$ cat src/rtl/md_issue_ctrl_if.sv
// Handshake and multiply-unit bundle between the execute stage, the issue
// controller and the HI/LO multiply/divide unit.
interface md_issue_ctrl_if #(
  parameter int WIDTH = 32
);
  logic             req_valid;
  logic [3:0]       req_op;
  logic [WIDTH-1:0] req_a;
  logic [WIDTH-1:0] req_b;
  logic             cancel;
  logic             req_ready;
  logic             stall;
  logic             md_busy;
  logic [WIDTH-1:0] md_hi;
  logic [WIDTH-1:0] md_lo;
  logic [3:0]       MulOp;
  logic [1:0]       MTHILO;
  logic [WIDTH-1:0] SrcA;
  logic [WIDTH-1:0] SrcB;
  logic [WIDTH-1:0] rd_data;
  logic             rd_valid;

  modport slave (
    input  req_valid, req_op, req_a, req_b, cancel, md_busy, md_hi, md_lo,
    output req_ready, stall, MulOp, MTHILO, SrcA, SrcB, rd_data, rd_valid
  );

  modport master (
    output req_valid, req_op, req_a, req_b, cancel, md_busy, md_hi, md_lo,
    input  req_ready, stall, MulOp, MTHILO, SrcA, SrcB, rd_data, rd_valid
  );
endinterface

$ cat src/rtl/md_issue_ctrl.sv
// Issue/interlock controller in front of the HI/LO multiply/divide unit:
// turns accepted requests into one-cycle strobes and serves HI/LO reads.
module md_issue_ctrl #(
  parameter int         WIDTH   = 32,
  parameter logic [3:0] OP_IDLE = 4'b1111
) (
  input logic             clk,
  input logic             reset,
  md_issue_ctrl_if.slave  bus
);

  typedef enum logic [1:0] {IDLE, ISSUE, WAIT} state_e;

  state_e           state_q, state_d;
  logic [3:0]       op_q, op_d;
  logic [WIDTH-1:0] srcA_q, srcA_d;
  logic [WIDTH-1:0] srcB_q, srcB_d;
  logic [WIDTH-1:0] rdData_q, rdData_d;
  logic             rdValid_q, rdValid_d;

  logic ready;
  logic accept;
  logic isArith;
  logic isMove;
  logic isRead;

  assign ready   = (state_q == IDLE) && !bus.md_busy && !bus.cancel;
  assign accept  = bus.req_valid && ready;
  assign isArith = !bus.req_op[3];
  assign isMove  = (bus.req_op[3:1] == 3'b100);
  assign isRead  = (bus.req_op[3:1] == 3'b101);

  always_ff @(posedge clk) begin
    if (reset) begin
      state_q   <= IDLE;
      op_q      <= OP_IDLE;
      srcA_q    <= '0;
      srcB_q    <= '0;
      rdData_q  <= '0;
      rdValid_q <= 1'b0;
    end else begin
      state_q   <= state_d;
      op_q      <= op_d;
      srcA_q    <= srcA_d;
      srcB_q    <= srcB_d;
      rdData_q  <= rdData_d;
      rdValid_q <= rdValid_d;
    end
  end

  // Moves to HI/LO finish in the issue cycle; arithmetic ops then wait on busy.
  always_comb begin
    state_d = state_q;
    case (state_q)
      IDLE:    if (accept && (isArith || isMove)) state_d = ISSUE;
      ISSUE:   state_d = (bus.cancel || op_q[3]) ? IDLE : WAIT;
      WAIT:    if (!bus.md_busy) state_d = IDLE;
      default: state_d = IDLE;
    endcase
  end

  always_comb begin
    op_d      = op_q;
    srcA_d    = srcA_q;
    srcB_d    = srcB_q;
    rdData_d  = rdData_q;
    rdValid_d = 1'b0;
    if (accept) begin
      if (isArith || isMove) begin
        op_d   = bus.req_op;
        srcA_d = bus.req_a;
      end
      if (isArith) srcB_d = bus.req_b;
      if (isRead) begin
        rdData_d  = bus.req_op[0] ? bus.md_hi : bus.md_lo;
        rdValid_d = 1'b1;
      end
    end
  end

  // Strobes exist only in ISSUE, so they can never outlive a single cycle.
  always_comb begin
    bus.MulOp  = OP_IDLE;
    bus.MTHILO = 2'b11;
    if (state_q == ISSUE && !bus.cancel) begin
      if (!op_q[3]) bus.MulOp  = op_q;
      else          bus.MTHILO = {1'b0, op_q[0]};
    end
  end

  always_comb begin
    bus.req_ready = ready;
    bus.stall     = bus.req_valid && !ready;
    bus.SrcA      = srcA_q;
    bus.SrcB      = srcB_q;
    bus.rd_data   = rdData_q;
    bus.rd_valid  = rdValid_q;
  end

endmodule

$ cat src/flat_wrapper.sv
// flat-port wrapper written by rule: the top's interface ports become plain ports
module md_issue_ctrl_flat 
#(
  parameter int         WIDTH   = 32,
  parameter logic [3:0] OP_IDLE = 4'b1111
)
  (clk, reset, bus_req_valid, bus_req_op, bus_req_a, bus_req_b, bus_cancel, bus_md_busy, bus_md_hi, bus_md_lo, bus_req_ready, bus_stall, bus_MulOp, bus_MTHILO, bus_SrcA, bus_SrcB, bus_rd_data, bus_rd_valid);
  md_issue_ctrl_if #(.WIDTH(WIDTH)) bus_i ();
  input logic clk;
  input logic reset;
  input wire logic [$bits(bus_i.req_valid)-1:0] bus_req_valid;
  input wire logic [$bits(bus_i.req_op)-1:0] bus_req_op;
  input wire logic [$bits(bus_i.req_a)-1:0] bus_req_a;
  input wire logic [$bits(bus_i.req_b)-1:0] bus_req_b;
  input wire logic [$bits(bus_i.cancel)-1:0] bus_cancel;
  input wire logic [$bits(bus_i.md_busy)-1:0] bus_md_busy;
  input wire logic [$bits(bus_i.md_hi)-1:0] bus_md_hi;
  input wire logic [$bits(bus_i.md_lo)-1:0] bus_md_lo;
  output wire logic [$bits(bus_i.req_ready)-1:0] bus_req_ready;
  output wire logic [$bits(bus_i.stall)-1:0] bus_stall;
  output wire logic [$bits(bus_i.MulOp)-1:0] bus_MulOp;
  output wire logic [$bits(bus_i.MTHILO)-1:0] bus_MTHILO;
  output wire logic [$bits(bus_i.SrcA)-1:0] bus_SrcA;
  output wire logic [$bits(bus_i.SrcB)-1:0] bus_SrcB;
  output wire logic [$bits(bus_i.rd_data)-1:0] bus_rd_data;
  output wire logic [$bits(bus_i.rd_valid)-1:0] bus_rd_valid;
  assign bus_i.req_valid = bus_req_valid;
  assign bus_i.req_op = bus_req_op;
  assign bus_i.req_a = bus_req_a;
  assign bus_i.req_b = bus_req_b;
  assign bus_i.cancel = bus_cancel;
  assign bus_i.md_busy = bus_md_busy;
  assign bus_i.md_hi = bus_md_hi;
  assign bus_i.md_lo = bus_md_lo;
  assign bus_req_ready = bus_i.req_ready;
  assign bus_stall = bus_i.stall;
  assign bus_MulOp = bus_i.MulOp;
  assign bus_MTHILO = bus_i.MTHILO;
  assign bus_SrcA = bus_i.SrcA;
  assign bus_SrcB = bus_i.SrcB;
  assign bus_rd_data = bus_i.rd_data;
  assign bus_rd_valid = bus_i.rd_valid;
  md_issue_ctrl #(.WIDTH(WIDTH), .OP_IDLE(OP_IDLE)) u_core (.clk(clk), .reset(reset), .bus(bus_i));
endmodule
$ cat config.mk
export PLATFORM = sky130hd
export DESIGN_NAME = md_issue_ctrl_flat
export DESIGN_NICKNAME = d
export VERILOG_FILES = /design/src/rtl/md_issue_ctrl_if.sv /design/src/rtl/md_issue_ctrl.sv /design/src/flat_wrapper.sv
export SDC_FILE = /design/constraint.sdc
export NUM_CORES = 1
export LEC_CHECK = 0
export BUFFER_PORTS_ARGS = -buffer_cell sky130_fd_sc_hd__buf_4
export CAP_MARGIN = 20
export CORE_ASPECT_RATIO = 0.8
export CORE_MARGIN = 2
export CORE_UTILIZATION = 45
export CTS_CLUSTER_SIZE = 10
export DETAILED_ROUTE_END_ITERATION = 6
export PLACE_DENSITY = 0.91
export REMOVE_ABC_BUFFERS = 1
export SLEW_MARGIN = 20
export SYNTH_ARGS = -nofsm -noshare
export SYNTH_HDL_FRONTEND = slang
export SYNTH_SLANG_ARGS = --single-unit
$ cat constraint.sdc
create_clock -name clk -period 2.4 [get_ports clk]
set_clock_uncertainty 0.1 [all_clocks]
set_input_delay 0.12 -clock clk [delete_from_list [all_inputs] [get_ports clk]]
set_output_delay 0.12 -clock clk [all_outputs]
set_load 0.01 [all_outputs]
==> flow_metrics.env, run 1 <==
export IMPL_status="complete, no violations"
export IMPL_async_flop_share=0
export IMPL_dp_hpwl_um=8850
export IMPL_cts_buffers=9
export IMPL_vias_per_cell=5.31
export IMPL_max_freq_mhz=475
export IMPL_io_pins=242
export IMPL_finalSetupViolations=0
export IMPL_n_antenna_cell=0
export IMPL_pwr_density_cell_nw_per_um2=522
export IMPL_fin_hold_ws_ns=0.0310
export IMPL_hold_violations=0
export IMPL_period_share=0.877
export IMPL_worstPathRequired_ns=2.18
export IMPL_die_area_um2=10700
export IMPL_track_usage=0.245
export IMPL_cpPeakStageDelay_ns=0.59
export IMPL_die_w_um=115
export IMPL_start_kind="register"
export IMPL_numClockSinks=103
export IMPL_cts_buffer_depth=2
export IMPL_ctsResizeCount=0
export IMPL_drt_initial_drc_count=325
export IMPL_htree_levels=3
export IMPL_tns_ns=0
export IMPL_ctsHoldBuffers=64
export IMPL_critPathSlowestCell="or4_1"
export IMPL_mostFrequentLayoutCells="249 x buf_4, 103 x dfxtp_1, 69 x a21oi_1"
export IMPL_routedWlPerCell_um=15.9
export IMPL_start_util=0.461
export IMPL_grt_max_degree=61
export IMPL_place_congestion=0.790
export IMPL_wl_um=13900
export IMPL_crit_top_cell="buf_4"
export IMPL_via_count=4650
export IMPL_area_growth_syn_to_layout_pct=62.5
export IMPL_cap_violations=0
export IMPL_min_period_ns=2.10
export IMPL_yosysSeqAreaShare=0.466
export IMPL_die_y_um=92.7
export IMPL_coreArea_um2=9610
export IMPL_drive_gt1_frac=0.356
export IMPL_yosysWarnings=0
export IMPL_rsz0062_at_grt="no"
export IMPL_grt_pass1_vias=4569
export IMPL_clk_latency_ns=0.33
export IMPL_port_buffers=241
export IMPL_drc_errors=0
export IMPL_critPathArrivalTime_ns=1.88
export IMPL_worst_slack_ns=0.296
export IMPL_slew_violations=0
export IMPL_root_buffer="clkbuf_16"
export IMPL_pre_cts_ws_ns=0.484
export IMPL_synth_flop_cell="dfxtp_1"
export IMPL_crit_type="reg2out"
export IMPL_cts_tree="done"
export IMPL_yosys_register_bits=103
export IMPL_ant_nets=0
export IMPL_row_count=32
export IMPL_end_kind="output pin"
export IMPL_grt_pass1_wl_um=21000
export IMPL_leakage_nw=3.08
export IMPL_final_cells=875
export IMPL_multi_input_area_um2=2130
export IMPL_post_cts_setup_buffers=0
export IMPL_syn_avg_cell_area_um2=9.34
export IMPL_min_path_type="in2reg"
export IMPL_syn_area_um2=4430
export IMPL_worstMarginPinSlew_ns=0.699
export IMPL_ff_latch_area_um2=2060
export IMPL_dr_pass1_iters=5
export IMPL_fillerInstances=631
export IMPL_max_slew_margin_rel=0.528
export IMPL_clk_pin_slew_ns=0.07
export IMPL_synth_distinct_cells=26
export IMPL_syn_inst=474
export IMPL_grt_overflow_total=0
export IMPL_ir_drop_mv=0.409
export IMPL_antenna_found_initial=0
export IMPL_crit_fanout=29
export IMPL_layout_nets=889
export IMPL_synth_edf_count=0
export IMPL_place_inst=795
export IMPL_crit_chain="or4_1, clkinv_2, buf_4, buf_4"
export IMPL_layout_commonest_cell="buf_4"
export IMPL_p_total_mw=3.76
==> registers in the layout, indices dropped and copies added, names as in the netlist <==
signal and flops:
u_core.bus.SrcA 32, u_core.bus.SrcB 32, u_core.bus.rd_data 32, u_core.op_q 4, u_core.state_q 2, u_core.bus.rd_valid 1
==> Yosys cell counts (all sizes together), types with 2 or more instances <==
library cell,count,share of area
clkbuf,34,0.029
a211oi,32,0.054
buf,15,0.023
o21ai,33,0.037
and2,2,0.0028
nor2,3,0.0025
nor2b,2,0.0028
a21oi,69,0.078
nand2b,68,0.096
and3,3,0.0042
nor4b,2,0.0040
mux2i,65,0.15
o21bai,2,0.0034
dfxtp,103,0.47
nand3,33,0.037
==> through the flow <==
stage,instance area [um^2],utilization
4_1_cts,7190,0.748
6_report,7200,0.749
3_5_place_dp,6260,0.651
2_1_floorplan,4200,-
3_3_place_gp,6260,0.651
5_1_grt,7200,0.749
==> metal layers <==
metal | part of all wire | track usage | vias up
met1 | 0.40 | 0.270 | 2164
met4 | 0.040 | 0.123 | 0
met2 | 0.50 | 0.438 | 220
met5 | 0 | 0 | -
met3 | 0.065 | 0.0550 | 45
li1 | - | - | 2221
==> power by group <==
group	switching (mW)	internal [mW]
logic	0.234	0.342
registers	0.0211	1.74
clock network	0.613	0.805
total	0.868	2.89
==> critical path, delay by kind of cell (launching register included) <==
family / cells / cell delay [ns]
buf+inv: 3 / 0.61
flops: 1 / 0.35
simple gates: 1 / 0.59
==> cell type report <==
| type | count | area share |
|---|---|---|
| Sequential cell | 103 | 0.287 |
| Multi-Input combinational cell | 320 | 0.296 |
| Tap cell | 119 | 0.0207 |
| Clock buffer | 10 | 0.0318 |
| Inverter | 2 | 0.00122 |
| Clock inverter | 5 | 0.00817 |
| Timing Repair Buffer | 316 | 0.356 |
==> logic make-up after synthesis <==
| group | after synthesis | synth area share |
|---|---|---|
| simple gates | 118 | 0.158 |
| flops | 103 | 0.466 |
| compound gates | 137 | 0.175 |
| mux | 65 | 0.147 |
| buf+inv | 51 | 0.0543 |
==> path summary, 6_finish.rpt <==
check	start	endpoint	slack, ns	cells after the start
setup / recovery	u_core.state_q[1]$_SDFFE_PP0P_	bus_req_ready	0.30	4
hold reg to reg	u_core.bus.SrcA[15]$_SDFFE_PP0P_	u_core.bus.SrcA[15]$_SDFFE_PP0P_	0.38	2
hold / removal	bus_md_lo[13]	u_core.bus.rd_data[13]$_SDFFE_PP0P_	0.03	3
setup reg to reg	u_core.state_q[1]$_SDFFE_PP0P_	u_core.bus.rd_data[27]$_SDFFE_PP0P_	0.44	5
(Power assumes the default switching activity.)
==> run 2, diff against run 1 <==
--- a/config.mk
+++ b/config.mk
@@ -8,11 +8,11 @@
 export BUFFER_PORTS_ARGS = -buffer_cell sky130_fd_sc_hd__buf_4
 export CAP_MARGIN = 20
 export CORE_ASPECT_RATIO = 0.8
-export CORE_MARGIN = 2
+export CORE_MARGIN = 4
 export CORE_UTILIZATION = 45
 export CTS_CLUSTER_SIZE = 10
 export DETAILED_ROUTE_END_ITERATION = 6
-export PLACE_DENSITY = 0.91
+export PLACE_DENSITY = 0.9
 export REMOVE_ABC_BUFFERS = 1
 export SLEW_MARGIN = 20
 export SYNTH_ARGS = -nofsm -noshare
==> run 2 against run 1 <==
Clock-buffer cell count grew 1. Setup slack got worse by 0.12 ns. Non-clock buffer count is the same. Wire length grew 2.3%. Critical endpoint unchanged.
==> flow_metrics.env, run 2 (synthesis results as in run 1) <==
export IMPL_status="complete, no violations"
export IMPL_place_inst=795
export IMPL_cts_buffers=9
export IMPL_grt_overflow_total=0
export IMPL_rr_endpoint="u_core.bus.rd_data[7]$_SDFFE_PP0P_"
export IMPL_worstMarginPinSlew_ns=0.672
export IMPL_ant_nets=0
export IMPL_mostFrequentLayoutCells="250 x buf_4, 103 x dfxtp_1, 69 x a21oi_1"
export IMPL_n_antenna_cell=0
export IMPL_leakage_nw=3.08
export IMPL_coreArea_um2=9610
export IMPL_wl_um=14200
export IMPL_ctsResizeCount=0
export IMPL_htree_levels=3
export IMPL_track_usage=0.241
export IMPL_worst_slack_ns=0.173
export IMPL_finalSetupViolations=0
export IMPL_place_congestion=0.772
export IMPL_area_growth_syn_to_layout_pct=62.1
export IMPL_fillerInstances=632
export IMPL_layout_nets=889
export IMPL_period_share=0.928
export IMPL_p_total_mw=3.72
export IMPL_post_cts_setup_buffers=0
export IMPL_critPathArrivalTime_ns=2.01
export IMPL_tns_ns=0
export IMPL_grt_pass1_vias=4679
export IMPL_fin_hold_ws_ns=0.0347
export IMPL_crit_fanout=49
export IMPL_min_path_type="in2reg"
export IMPL_clk_pin_slew_ns=0.07
export IMPL_critPathLaunch="u_core.state_q[1]$_SDFFE_PP0P_"
export IMPL_drt_initial_drc_count=361
export IMPL_grt_max_degree=89
export IMPL_row_count=32
export IMPL_cts_buffer_depth=2
export IMPL_pwr_density_cell_nw_per_um2=519
export IMPL_ctsHoldBuffers=65
export IMPL_numClockSinks=103
export IMPL_start_kind="register"
export IMPL_port_buffers=241
export IMPL_root_buffer="clkbuf_16"
export IMPL_worstRegToRegCells=6
export IMPL_clk_latency_ns=0.33
export IMPL_post_dp_cell_area_um2=6250
export IMPL_routedWlPerCell_um=16.2
export IMPL_slew_violations=0
export IMPL_via_count=4637
export IMPL_reg2reg_from="u_core.state_q[1]$_SDFFE_PP0P_"
export IMPL_min_period_ns=2.23
export IMPL_cap_violations=0
export IMPL_layout_commonest_cell="buf_4"
export IMPL_io_pins=242
export IMPL_drive_gt1_frac=0.357
export IMPL_drc_errors=0
export IMPL_grt_pass1_wl_um=22900
export IMPL_final_cells=876
export IMPL_vias_per_cell=5.29
export IMPL_hold_violations=0
export IMPL_max_freq_mhz=449
export IMPL_dp_hpwl_um=9270
export IMPL_ir_drop_mv=0.326
export IMPL_cts_tree="done"
export IMPL_end_kind="output pin"
export IMPL_crit_type="reg2out"
export IMPL_dr_pass1_iters=5
export IMPL_r2r_setup_slack_ns=0.28
export IMPL_die_y_um=96.7
export IMPL_finish_instance_area_um2=7180
export IMPL_endpoint="bus_req_ready"
export IMPL_final_util=0.747
export IMPL_antenna_found_initial=0
export IMPL_rsz0062_at_grt="no"
export IMPL_worstPathRequired_ns=2.18
export IMPL_start_util=0.461
export IMPL_die_area_um2=11500
export IMPL_pre_cts_ws_ns=0.303
export IMPL_max_slew_margin_rel=0.546
export IMPL_die_w_um=119
[run 2: critical path, cell delays in order, from the launching register on]
cell and delay [ns]:
dfxtp_1 0.35, or4_1 0.58, clkinv_2 0.08, buf_4 0.42, buf_4 0.22
[run 2: layout make-up]
cell class / instances / area (um^2) / share of cell area
clock buffer: 11 / 243 / 0.0338
inverter: 2 / 8.76 / 0.00122
tap: 119 / 149 / 0.0207
sequential: 103 / 2060 / 0.287
multi-input combinational: 320 / 2130 / 0.297
clock inverter: 5 / 40.0 / 0.00558
timing repair buffer: 316 / 2550 / 0.355
[run 2: worst min-delay path by stage]
| stage | depth (start not counted) | slack [ns] | end | from |
|---|---|---|---|---|
| after floorplan | 1 | 0.09 | u_core.bus.SrcB[0]$_SDFFE_PP0P_ | reset |
| after global placement | 3 | 0.29 | u_core.bus.SrcB[2]$_SDFFE_PP0P_ | bus_req_b[2] |
| after detailed placement | 3 | 0.29 | u_core.bus.SrcB[27]$_SDFFE_PP0P_ | bus_req_b[27] |
| after CTS | 3 | 0.02 | u_core.bus.rd_data[1]$_SDFFE_PP0P_ | bus_md_lo[1] |
| after global routing | 3 | 0.05 | u_core.bus.rd_data[4]$_SDFFE_PP0P_ | bus_md_lo[4] |
| final | 3 | 0.03 | u_core.bus.rd_data[6]$_SDFFE_PP0P_ | bus_md_lo[6] |
[run 2: metal layers]
metal / part of all wire / track usage / up-vias
li1: - / - / 2231
met1: 0.39 / 0.277 / 2130
met2: 0.50 / 0.420 / 236
met3: 0.072 / 0.0678 / 40
met4: 0.034 / 0.0997 / 0
met5: 0 / 0 / -
[run 2: power breakdown]
| group | switching, mW | internal (mW) |
|---|---|---|
| Combinational | 0.237 | 0.340 |
| Sequential | 0.0203 | 1.74 |
| Clock | 0.640 | 0.744 |
| Total | 0.897 | 2.83 |
==> run 3, diff against run 2 <==
==> constraint.sdc (replaced) <==
create_clock -name clk -period 2.4 [get_ports clk]
set_clock_uncertainty 0.1 [all_clocks]
set_input_delay 0.48 -clock clk [delete_from_list [all_inputs] [get_ports clk]]
set_output_delay 0.48 -clock clk [all_outputs]
set_load 0.01 [all_outputs]
==> run 3 against run 2 <==
Highest routed layer unchanged. Cell area is 8.6% lower. Largest power group unchanged. Sequential power hardly changed. Critical endpoint is now bus_stall. Flip-flop and latch count stayed put. Maximum frequency is 0.58% higher. Register-to-register slack better by 0.08 ns. Largest cell class is now multi-input combinational cells. Via count is 7.5% lower.
==> flow_metrics.env, run 3 (synthesis results as in run 1) <==
export IMPL_status="complete, no violations"
export IMPL_end_kind="output pin"
export IMPL_finish_instance_area_um2=6570
export IMPL_mostFrequentLayoutCells="256 x buf_4, 103 x dfxtp_1, 69 x a21oi_1"
export IMPL_ctsHoldBuffers=0
export IMPL_clk_pin_slew_ns=0.07
export IMPL_wl_um=12700
export IMPL_min_path_type="in2reg"
export IMPL_n_antenna_cell=0
export IMPL_grt_max_degree=76
export IMPL_fillerInstances=746
export IMPL_via_count=4288
export IMPL_die_y_um=96.7
export IMPL_coreArea_um2=9610
export IMPL_critPathSlowestCell="or4_1"
export IMPL_numClockSinks=103
export IMPL_place_inst=801
export IMPL_dr_pass1_iters=4
export IMPL_root_buffer="clkbuf_16"
export IMPL_place_congestion=0.785
export IMPL_final_util=0.683
export IMPL_routedWlPerCell_um=15.6
export IMPL_vias_per_cell=5.25
export IMPL_crit_family="simple AND/OR/NAND/NOR gates"
export IMPL_layout_nets=830
export IMPL_layout_commonest_cell="buf_4"
export IMPL_cpPeakStageDelay_ns=0.62
export IMPL_cap_violations=0
export IMPL_antenna_found_initial=0
export IMPL_ant_nets=0
export IMPL_clk_latency_ns=0.33
export IMPL_holdPathStages=2
export IMPL_leakage_nw=2.82
export IMPL_die_w_um=119
export IMPL_drc_errors=0
export IMPL_start_kind="register"
export IMPL_worstMarginPinSlew_ns=0.569
export IMPL_worstRegToRegCells=5
export IMPL_crit_type="reg2out"
export IMPL_drive_gt1_frac=0.395
export IMPL_dp_hpwl_um=9730
export IMPL_wl_met1_um=5000
export IMPL_crit_fanout=5
export IMPL_rsz0062_at_grt="no"
export IMPL_met3WireLength_um=1050
export IMPL_ir_drop_mv=0.417
export IMPL_period_share=0.923
export IMPL_critPathLaunch="u_core.state_q[1]$_SDFFE_PP0P_"
export IMPL_critPathArrivalTime_ns=1.63
export IMPL_htree_levels=3
export IMPL_port_buffers=241
export IMPL_critical_path_depth=3
export IMPL_final_cells=816
export IMPL_crit_buf_inv=1
export IMPL_grt_pass1_vias=4260
export IMPL_track_usage=0.211
export IMPL_reg2reg_from="u_core.state_q[1]$_SDFFE_PP0P_"
export IMPL_area_growth_syn_to_layout_pct=48.3
export IMPL_grt_pass1_wl_um=20500
export IMPL_post_cts_setup_buffers=0
export IMPL_max_freq_mhz=452
export IMPL_finalSetupViolations=0
export IMPL_cts_buffer_depth=2
export IMPL_ctsResizeCount=0
export IMPL_cts_tree="done"
export IMPL_pwr_density_cell_nw_per_um2=546
export IMPL_hold_violations=0
export IMPL_crit_chain="or4_1, and2_1, buf_4"
export IMPL_io_pins=242
export IMPL_drt_initial_drc_count=238
export IMPL_die_area_um2=11500
export IMPL_dr_max_layer_used="met4"
export IMPL_post_dp_cell_area_um2=6290
export IMPL_grt_overflow_total=0
export IMPL_cts_buffers=9
export IMPL_start_util=0.461
export IMPL_wl_met2_um=6390
export IMPL_min_delay_start="reset"
export IMPL_row_count=32
export IMPL_min_period_ns=2.21
export IMPL_slew_violations=0
export IMPL_max_slew_margin_rel=0.621
export IMPL_worstPathRequired_ns=1.82
run 3: cell types whose count changed in the layout (fill, tap and decap cells not counted):
cell           change
clkinv_4           -1
clkinv_2           -1
clkinvlp_4         +3
dlygate4sd3_1     -65
inv_6              -2
buf_4              +6
run 3: cell type report:
type,instances,area (um^2),area share
clock buffers,11,243,0.0370
clock inverters,4,31.3,0.00476
inverters,2,8.76,0.00133
multi-input cells,320,2130,0.324
flip-flops and latches,103,2060,0.314
well taps,119,149,0.0227
repair buffers,257,1940,0.296
run 3: final timing paths:
kind | end | slack, ns
worst min-delay path | u_core.op_q[3]$_SDFFE_PP1P_ | 0.30
worst max-delay path | bus_stall | 0.19
worst max register to register | u_core.state_q[0]$_SDFFE_PP0P_ | 0.36
worst min register to register | u_core.bus.SrcB[14]$_SDFFE_PP0P_ | 0.38
run 3: where the power goes:
| group | internal (mW) | total, mW | switching [mW] |
|---|---|---|---|
| clock | 0.730 | 1.33 | 0.603 |
| sequential | 1.74 | 1.76 | 0.0205 |
| combinational | 0.275 | 0.486 | 0.211 |
| total | 2.75 | 3.58 | 0.834 |
run 3: routing by layer:
metal | global-route usage | up-vias
li1 | - | 2111
met1 | 0.246 | 1968
met2 | 0.369 | 189
met3 | 0.0701 | 20
met4 | 0.0632 | 0
met5 | 0 | -
run 3: through the flow:
stage	total power, mW	setup WS, ns	setup TNS [ns]	hold slack [ns]
floorplan	1.97	-1.26	-62.30	0.342
global placement	2.28	0.207	0	0.358
detailed placement	2.29	0.147	0	0.370
CTS	3.63	0.191	0	0.297
global route	3.73	0.138	0	0.300
finish	3.58	0.185	0	0.300
run 3: worst reg2reg max path, stage by stage, from the launching register on:
cell and delay [ns]:
dfxtp_1 0.35, or4_1 0.62, clkinv_2 0.16, and3_2 0.22
buf_12 0.25, nor4b_1 0.24
